[src/rtl/rv32i_muldiv_unit.sv]
// Iterative RV32M multiply/divide unit.
// Operands are captured as magnitudes with sign flags on issue. The unit then runs
// N iterations: shift-add for multiplies, restoring shift-subtract for divides.
// Sign correction and result selection are registered on entry to the one-cycle DONE state.
module rv32i_muldiv_unit #(
   parameter int DATA_BUS_WIDTH = 32,
   parameter int NUM_OF_SETS    = 32
) (
   input  logic                           clk,
   input  logic                           rst,
   input  logic                           start,
   input  logic [2:0]                     funct3,
   input  logic [DATA_BUS_WIDTH-1:0]      op_a,
   input  logic [DATA_BUS_WIDTH-1:0]      op_b,
   input  logic [$clog2(NUM_OF_SETS)-1:0] rd_in,
   output logic                           busy,
   output logic                           done,
   output logic                           wr_enable,
   output logic [$clog2(NUM_OF_SETS)-1:0] wr_addr,
   output logic [DATA_BUS_WIDTH-1:0]      wr_data
);

   localparam int N  = DATA_BUS_WIDTH;
   localparam int AW = $clog2(NUM_OF_SETS);
   localparam int CW = $clog2(N) + 1;
   localparam logic [CW-1:0] LAST = CW'(N);

   typedef enum logic [1:0] {IDLE, CALC, DONE} state_t;

   state_t               state, state_next;

   // Iteration state: {carry/remainder, product/quotient}
   logic [2*N:0]         acc;
   logic [N-1:0]         opnd;
   logic [N-1:0]         a_raw;
   logic [2:0]           f3_q;
   logic [AW-1:0]        rd_q;
   logic                 neg_res;
   logic                 neg_rem;
   logic                 b_zero;
   logic [CW-1:0]        count;

   logic signed [N-1:0]  op_a_s;
   logic signed [N-1:0]  op_b_s;
   logic                 a_signed;
   logic                 b_signed;
   logic                 a_neg;
   logic                 b_neg;
   logic [N-1:0]         a_mag;
   logic [N-1:0]         b_mag;

   logic [N:0]           mul_sum;
   logic [2*N:0]         mul_next;
   logic [2*N:0]         div_sh;
   logic [N:0]           div_diff;
   logic [2*N:0]         div_next;

   logic [2*N-1:0]       product;
   logic [N-1:0]         quot;
   logic [N-1:0]         rem;
   logic [N-1:0]         result;

   // Conditional two's-complement negate, result width
   function automatic logic [N-1:0] neg_n(input logic [N-1:0] v, input logic en);
      return en ? (~v + 1'b1) : v;
   endfunction

   // Conditional two's-complement negate, full product width
   function automatic logic [2*N-1:0] neg_2n(input logic [2*N-1:0] v, input logic en);
      return en ? (~v + 1'b1) : v;
   endfunction

   assign op_a_s = op_a;
   assign op_b_s = op_b;

   // Issue-time operand conditioning: signedness per opcode, magnitudes
   always_comb begin
      a_signed = (funct3 == 3'b001) || (funct3 == 3'b010) ||
                 (funct3 == 3'b100) || (funct3 == 3'b110);
      b_signed = (funct3 == 3'b001) || (funct3 == 3'b100) || (funct3 == 3'b110);
      a_neg    = a_signed && (op_a_s < $signed(N'(0)));
      b_neg    = b_signed && (op_b_s < $signed(N'(0)));
      a_mag    = neg_n(op_a, a_neg);
      b_mag    = neg_n(op_b, b_neg);
   end

   // One multiply step (shift-add) and one divide step (restoring shift-subtract)
   always_comb begin
      mul_sum  = acc[2*N:N] + {1'b0, (acc[0] ? opnd : {N{1'b0}})};
      mul_next = {1'b0, mul_sum, acc[N-1:1]};
      div_sh   = {acc[2*N-1:0], 1'b0};
      div_diff = div_sh[2*N:N] - {1'b0, opnd};
      div_next = div_diff[N] ? div_sh : {div_diff, div_sh[N-1:1], 1'b1};
   end

   // Sign correction, divide-by-zero override and result selection
   always_comb begin
      product = neg_2n(acc[2*N-1:0], neg_res);
      quot    = b_zero ? {N{1'b1}} : neg_n(acc[N-1:0], neg_res);
      rem     = b_zero ? a_raw : neg_n(acc[2*N-1:N], neg_rem);
      case (f3_q)
         3'b000:                 result = product[N-1:0];
         3'b001, 3'b010, 3'b011: result = product[2*N-1:N];
         3'b100, 3'b101:         result = quot;
         default:                result = rem;
      endcase
   end

   // FSM state register
   always_ff @(posedge clk or negedge rst) begin
      if (!rst) state <= IDLE;
      else      state <= state_next;
   end

   // FSM next state and status outputs
   always_comb begin
      state_next = state;
      busy       = 1'b0;
      done       = 1'b0;
      wr_enable  = 1'b0;
      case (state)
         IDLE: if (start) state_next = CALC;
         CALC: begin
            busy = 1'b1;
            if (count == LAST) state_next = DONE;
         end
         DONE: begin
            busy       = 1'b1;
            done       = 1'b1;
            wr_enable  = (rd_q != '0);
            state_next = IDLE;
         end
         default: state_next = IDLE;
      endcase
   end

   // Operand capture, iteration and write-back registers
   always_ff @(posedge clk or negedge rst) begin
      if (!rst) begin
         acc     <= '0;
         opnd    <= '0;
         a_raw   <= '0;
         f3_q    <= '0;
         rd_q    <= '0;
         neg_res <= 1'b0;
         neg_rem <= 1'b0;
         b_zero  <= 1'b0;
         count   <= '0;
         wr_addr <= '0;
         wr_data <= '0;
      end else begin
         case (state)
            IDLE: if (start) begin
               f3_q    <= funct3;
               rd_q    <= rd_in;
               a_raw   <= op_a;
               b_zero  <= (op_b == '0);
               neg_res <= a_neg ^ b_neg;
               neg_rem <= a_neg;
               count   <= '0;
               // Divide iterates over the dividend, multiply over the multiplier
               if (funct3[2]) begin
                  acc  <= {{(N+1){1'b0}}, a_mag};
                  opnd <= b_mag;
               end else begin
                  acc  <= {{(N+1){1'b0}}, b_mag};
                  opnd <= a_mag;
               end
            end
            CALC: begin
               if (count != LAST) begin
                  acc   <= f3_q[2] ? div_next : mul_next;
                  count <= count + 1'b1;
               end else begin
                  wr_data <= result;
                  wr_addr <= rd_q;
                  count   <= '0;
               end
            end
            default: ;
         endcase
      end
   end

endmodule

[config.mk]
export PLATFORM = sky130hd
export DESIGN_NAME = rv32i_muldiv_unit
export DESIGN_NICKNAME = d
export VERILOG_FILES = /design/src/rtl/rv32i_muldiv_unit.sv
export SDC_FILE = /design/constraint.sdc
export NUM_CORES = 1
export LEC_CHECK = 0
export ABC_CLOCK_PERIOD_IN_PS = 9200
export BUFFER_PORTS_ARGS = -buffer_cell sky130_fd_sc_hd__buf_2
export CAP_MARGIN = 20
export CELL_PAD_IN_SITES_DETAIL_PLACEMENT = 1
export CELL_PAD_IN_SITES_GLOBAL_PLACEMENT = 1
export CORE_MARGIN = 2
export CORE_UTILIZATION = 35
export CTS_CLUSTER_DIAMETER = 60
export DETAILED_ROUTE_END_ITERATION = 8
export GPL_ROUTABILITY_DRIVEN = 0
export GPL_TIMING_DRIVEN = 0
export PLACE_DENSITY = 0.69
export SKIP_CTS_REPAIR_TIMING = 1
export SLEW_MARGIN = 20
export SYNTH_ARGS = -nofsm -noshare
export SYNTH_HDL_FRONTEND = slang
export SYNTH_SLANG_ARGS = --single-unit
[constraint.sdc]
create_clock -name clk -period 9.2 [get_ports clk]
set_input_delay 1.38 -clock clk [delete_from_list [all_inputs] [get_ports clk]]
set_output_delay 1.38 -clock clk [all_outputs]
set_load 0.1 [all_outputs]
==> flow_summary.toml, run 1 <==
[outcome]
status = "finished clean"

[grt]
grt_pass1_vias = 17900
antenna_found_initial = 0
grt_usage_pct = 30.2
grt_pass1_wl_mm = 113
grt_overflow = 0
grt_max_degree = 89

[place]
hpwl_mm = 60.3
port_buffers = 113
dp_slack_ns = 3.88

[power_and_ir_drop]
seqPwrFrac_pct = 21.3
p_sw_w = 0.00395
comb_power_share_pct = 67.6
p_int_w = 0.00309
clkPwrFrac_pct = 11.1
power_density_nw_per_um2 = 379
max-vdd-ir-drop_v = 0.000175
leakagePower_nw = 8.00
sw_frac_of_total_pct = 56.1

[drt]
route.met2.wl_mm = 32.8
met3_length_mm = 5.20
ant_nets = 0
wl_per_cell_um = 25.6
via_count = 18000
firstDrtPassIters = 5
totalWireLength_mm = 75.5
maxUsedRoutingLayer = "met4"
drc_errors = 0
first_iter_violations = 1544
viasPerCell = 6.10
wl_met1_mm = 33.4

[synth]
synthTopCellsByArea = "dfrtp_1 (28%), nand2_1 (8.0%), o21ai_0 (6.7%), ha_1 (5.6%), a21oi_1 (5.2%)"
yosysWarnings = 0
netlist_area_sq_um = 16500
synthArstFlopShare_pct = 100
postSynthCellCount = 2196
netlist_top_cells_count = "nand2_1 (352), o21ai_0 (223), dfrtp_1 (185), a21oi_1 (172), nor2_1 (167)"
synth.most_common_cell = "nand2_1"
yosys_register_bits = 185
synth_edf_count = 0
ys_types = 75
ys_seq_area_share_pct = 28.0
syn-num-nets = 2347
syn_avg_cell_area_sq_um = 7.53
synth_top_area_share_pct = 28.0
synth-main-ff-cell = "dfrtp_1"
netlist.top_cell.by_area = "dfrtp_1"

[cells_and_area]
layout-drive-gt1-share_pct = 8.62
fin_util_pct = 39.8
n_fill_cell = 5825
num-nets-final = 2482
area_growth_pct = 12.1
diodes = 0

[die]
fp.dieW_um = 221
fp.dieH_um = 221
start_util_pct = 35.5
die-area_sq_um = 49000
rows = 79
ioPinCount = 115
core_sq_um = 46600

[critical_path]
crit_fanout = 10
cp.arrival_ns = 5.87
cp_slowest_cell = "clkbuf_1"
path_class = "flip-flop to flip-flop"
crit_chain = "inv_1 > ha_1 > clkbuf_1 > a21oi_1 > o21ai_0 > a211oi_1 > a21oi_1 > or3_1 > a21oi_1 > o21ai_0 > ha_1 > clkbuf_1 > clkbuf_1 > a211oi_1 > a221o_1"
worst_path_dominant_cell_family = "compound AO/OA/AOI/OAI gates"
end_kind = "flip-flop"
crit_path_max_incr_delay_ns = 0.72
crit_buf_inv = 4
cp-start-kind = "flip-flop"
cp_data_required_time_ns = 9.57

[job]
cap_viol_max_count = 0

[sta]
worst_slack_ns = 3.70
relSlewSlack_pct = 28.4
worst_pin_slew_ns = 1.06
min_period_over_period_pct = 59.8
finalSetupViolations = 0
finalSetupTns_ns = 0
fin_skew_ns = 0.0162
drv_slew = 0
hold_viol_final = 0
max_freq_mhz = 182
finalHoldWorstSlack_ns = 0.477
rsz0062_at_grt = "false"
final.min_clock_period_ns = 5.50

[clocking]
clkLatencyLatePin_ns = 0.49
root_buffer = "clkbuf_16"
cts_buffers = 17
cts_tree = "yes"
cts.clk_slew.worst_paths_ns = 0.08
cts_buffer_depth = 2
h-tree-depth = 4
cts_sinks = 185

[hold_path]
min-delay-path-class = "flip-flop to flip-flop"
==> state kept, by name (all words and copies together), names as in the netlist, 2 cells and up <==
signal and flops:
f3_q 3, count 6, a_raw 32, wr_data 32
rd_q 5, opnd 32, wr_addr 5, state 2
acc 65
==> layer usage <==
metal	up-vias	track usage [%]
met3	160	4.47
met5	-	0
met1	8957	41.5
met4	0	15.7
met2	733	46.0
li1	8140	-
==> worst reg2reg max path, cell delays in order, from the launching register on <==
cell	delay (ns)
dfrtp_1	0.49
inv_1	0.11
ha_1	0.28
clkbuf_1	0.19
a21oi_1	0.59
o21ai_0	0.20
a211oi_1	0.50
a21oi_1	0.17
or3_1	0.37
a21oi_1	0.16
o21ai_0	0.11
ha_1	0.42
clkbuf_1	0.58
clkbuf_1	0.72
a211oi_1	0.20
a221o_1	0.30
==> cells in the final DEF (no fill, tap or decap), types with 26 or more instances in the layout <==
master and instances:
o21ai_1 29, nand2_1 352, nor2_1 167, a21oi_1 172, a31oi_1 29, nand3_1 44
inv_1 64, dfrtp_1 185, o21ai_0 223, o211ai_1 26, o31ai_1 36, clkbuf_1 139
ha_1 74, xnor2_1 94, buf_2 116, nor3_1 42, mux2i_1 40, xor2_1 90
==> power by group through the flow <==
stage	Sequential, W	Combinational, W	Clock (W)
3_3_place_gp	0.00148	0.00449	0
6_report	0.00150	0.00475	0.000781
4_1_cts	0.00148	0.00464	0.000789
3_5_place_dp	0.00149	0.00461	0
2_1_floorplan	0.00129	0.00322	0
5_1_grt	0.00152	0.00516	0.000816
==> cell families after synthesis <==
kind of cell | share of synthesized area, %
AOI/OAI and AO/OA | 26.2
buffers and inverters | 5.13
adders and majority gates | 5.84
muxes | 4.12
xor gates and xnor gates | 9.74
DFF | 28.0
and+or+nand+nor | 21.0
==> final cells by class <==
cell class,instances,area [sq um],area share (%)
plain buffers,155,601,3.24
clock buffers,17,425,2.29
clock inverters,15,173,0.931
inverters,66,248,1.34
multi-input cells,1790,11100,59.7
flip-flops and latches,185,4630,25.0
well taps,607,759,4.10
repair buffers,116,636,3.43
==> path summary, 6_finish.rpt <==
| check | slack, ns | endpoint | cells after the start | from |
|---|---|---|---|---|
| setup / recovery | 3.70 | acc[56] | 15 | opnd[19] |
| hold / removal | 0.48 | wr_addr[3] | 2 | wr_addr[3] |
| setup reg to reg | 3.70 | acc[56] | 15 | opnd[19] |
| hold reg to reg | 0.48 | wr_addr[3] | 2 | wr_addr[3] |
| max in group asynchronous | 7.32 | wr_data[18] | 3 | rst |
| min in group asynchronous | 0.75 | state[0] | 1 | rst |
==> per-stage QoR <==
step	instance area, sq um	total power [W]	std cells
floorplan	16500	0.00452	2196
global placement	17900	0.00597	2916
detailed placement	17900	0.00610	2919
CTS	18500	0.00691	2951
global route	18500	0.00749	2951
finish	18500	0.00703	2951
Note: power is estimated with default switching activity, not from simulation.
==> run 2: changes to the inputs <==
ABC_AREA = 1   (was not set)
ABC_CLOCK_PERIOD_IN_PS = 4700   (was 9200)
PLACE_DENSITY = 0.75   (was 0.69)
clock period = 4.7 ns   (was 9.2 ns; I/O delays follow)
==> flow_summary.toml, run 2 <==
[power_and_ir_drop]
seqPwrFrac_pct = 21.3
p_sw_w = 0.00945
p_int_w = 0.00584
clkPwrFrac_pct = 10.9
comb_power_share_pct = 67.8
leakagePower_nw = 12.2
power_density_nw_per_um2 = 690
max-vdd-ir-drop_v = 0.000353
sw_frac_of_total_pct = 61.8

[critical_path]
cp_data_required_time_ns = 5.07
path_class = "flip-flop to flip-flop"
cp-start-kind = "flip-flop"
timing.rr.start = "acc[32]"
r2r_slack_ns = 0.16
ff2ff_path_depth = 18
r2r-end = "acc[43]"
cp.arrival_ns = 4.91
crit_fanout = 10
end_kind = "flip-flop"

[grt]
grt_usage_pct = 33.2
grt_overflow = 0
grt_pass1_vias = 23900
grt_max_degree = 90
antenna_found_initial = 0
grt_pass1_wl_mm = 147

[synth]
synth-main-ff-cell = "dfrtp_1"
ys_types = 48
netlist_top_cells_count = "nand2_1 (1,239), inv_1 (499), nor2_1 (413), nand3_1 (347), dfrtp_1 (185)"
postSynthCellCount = 3534
synthArstFlopShare_pct = 100
netlist_area_sq_um = 19900
synth_edf_count = 0
synth_top_area_share_pct = 23.4
syn-num-nets = 3685
ys_seq_area_share_pct = 23.2
netlist.top_cell.by_area = "nand2_1"
synthTopCellsByArea = "nand2_1 (23%), dfrtp_1 (23%), inv_1 (9.4%), nand3_1 (8.7%), nor2_1 (7.8%)"
yosysWarnings = 0
syn_avg_cell_area_sq_um = 5.63
yosys_register_bits = 185
synth.most_common_cell = "nand2_1"

[sta]
finalHoldWorstSlack_ns = 0.0219
hold_viol_final = 0
max_freq_mhz = 220
min_period_over_period_pct = 96.5
relSlewSlack_pct = 32.1
drv_slew = 0
rsz0062_at_grt = "false"
finalSetupTns_ns = 0
fin_skew_ns = 0.0155
finalSetupViolations = 0
final.min_clock_period_ns = 4.54
worst_pin_slew_ns = 1.02
worst_slack_ns = 0.164

[die]
fp.dieH_um = 243
start_util_pct = 35.4
core_sq_um = 56300
rows = 87
fp.dieW_um = 243
ioPinCount = 115
die-area_sq_um = 58800

[clocking]
cts_sinks = 185
clkLatencyLatePin_ns = 0.51
h-tree-depth = 4
cts_buffer_depth = 2
cts_buffers = 17
cts_tree = "yes"
root_buffer = "clkbuf_16"
cts.clk_slew.worst_paths_ns = 0.09

[drt]
viasPerCell = 5.49
via_count = 24400
first_iter_violations = 2590
wl_per_cell_um = 22.1
drc_errors = 0
ant_nets = 0
firstDrtPassIters = 5
totalWireLength_mm = 98.2

[cells_and_area]
num-nets-final = 3819
area_growth_pct = 11.2
final_common_cell = "nand2_1"
top_register = "acc"
layout-drive-gt1-share_pct = 6.33
final_cell_mix = "nand2_1 (1,239), inv_1 (499), nor2_1 (413), nand3_1 (347), dfrtp_1 (185)"
largest_register_ffs = 65

[place]
hpwl_mm = 81.6
dp_slack_ns = 0.321
port_buffers = 113

[outcome]
status = "finished clean"

[hold_path]
min-delay-path-class = "input port to asynchronous set/reset pin"

[job]
cap_viol_max_count = 0
[run 2: cell families after synthesis]
| family | count (synthesis) | synth area share [%] |
|---|---|---|
| XOR/XNOR | 75 | 3.30 |
| flip-flops | 185 | 23.2 |
| adder cells (fa/ha/maj) | 76 | 4.85 |
| AND/OR/NAND/NOR | 2134 | 44.0 |
| buffers and inverters | 626 | 12.2 |
| AO/OA/AOI/OAI | 438 | 12.3 |
[run 2: through the flow]
step	instance area [sq um]	utilization, %	instances	total power (W)
2_1_floorplan	19900	-	3534	0.00933
3_3_place_gp	21400	38.1	4403	0.0130
3_5_place_dp	21500	38.2	4405	0.0132
4_1_cts	22100	39.3	4437	0.0149
5_1_grt	22100	39.3	4437	0.0164
6_report	22100	39.3	4438	0.0153
[run 2: critical path, stage by stage, from the launching register on]
cell	delay, ns
dfrtp_1	0.53
clkinv_1	0.63
fa_1	0.70
inv_1	0.11
nand4_1	0.09
nand2_1	0.17
nand2_1	0.07
nand2_1	0.16
nand2_1	0.10
nand2_1	0.10
a21oi_1	0.06
o21bai_1	0.16
ha_1	0.32
clkinv_1	0.28
clkbuf_1	0.28
a21oi_1	0.18
o21ai_0	0.17
nand3_1	0.15
o21ai_0	0.12
[run 2: routing by layer]
metal  GRT usage [%]  vias up  share of wire, %
met3            7.06      254               9.8
met2            49.7     1066                42
met5               0        -                 0
met1            43.4    11600                41
met4            20.4        0               6.7
li1                -    11400                 -
[run 2: cell type report]
| type | count | area [sq um] |
|---|---|---|
| Fill cell | 7960 | 34100 |
| Multi-Input combinational cell | 2723 | 12800 |
| Timing Repair Buffer | 115 | 631 |
| Tap cell | 756 | 946 |
| Sequential cell | 185 | 4630 |
| Antenna cell | 1 | 2.50 |
| Inverter | 512 | 1920 |
| Clock inverter | 15 | 229 |
| Buffer | 114 | 514 |
| Clock buffer | 17 | 425 |
[run 2: worst max path at each step]
| stage | startpoint | to | slack, ns | cells past startpoint |
|---|---|---|---|---|
| finish | acc[32] | acc[43] | 0.16 | 18 |
| global route | acc[32] | acc[39] | 0.02 | 18 |
| CTS | acc[32] | acc[39] | 0.31 | 18 |
| detailed placement | acc[32] | acc[39] | 0.32 | 18 |
| global placement | rst | wr_data[23] | -0.43 | 1 |
| floorplan | acc[32] | acc[32] | 1.78 | 17 |
[run 2: power groups by stage]
stage / Sequential, W / Combinational [W] / Clock (W)
3_3_place_gp: 0.00318 / 0.00979 / 0
6_report: 0.00326 / 0.0104 / 0.00167
3_5_place_dp: 0.00319 / 0.00998 / 0
4_1_cts: 0.00316 / 0.0100 / 0.00167
2_1_floorplan: 0.00258 / 0.00675 / 0
5_1_grt: 0.00325 / 0.0114 / 0.00173
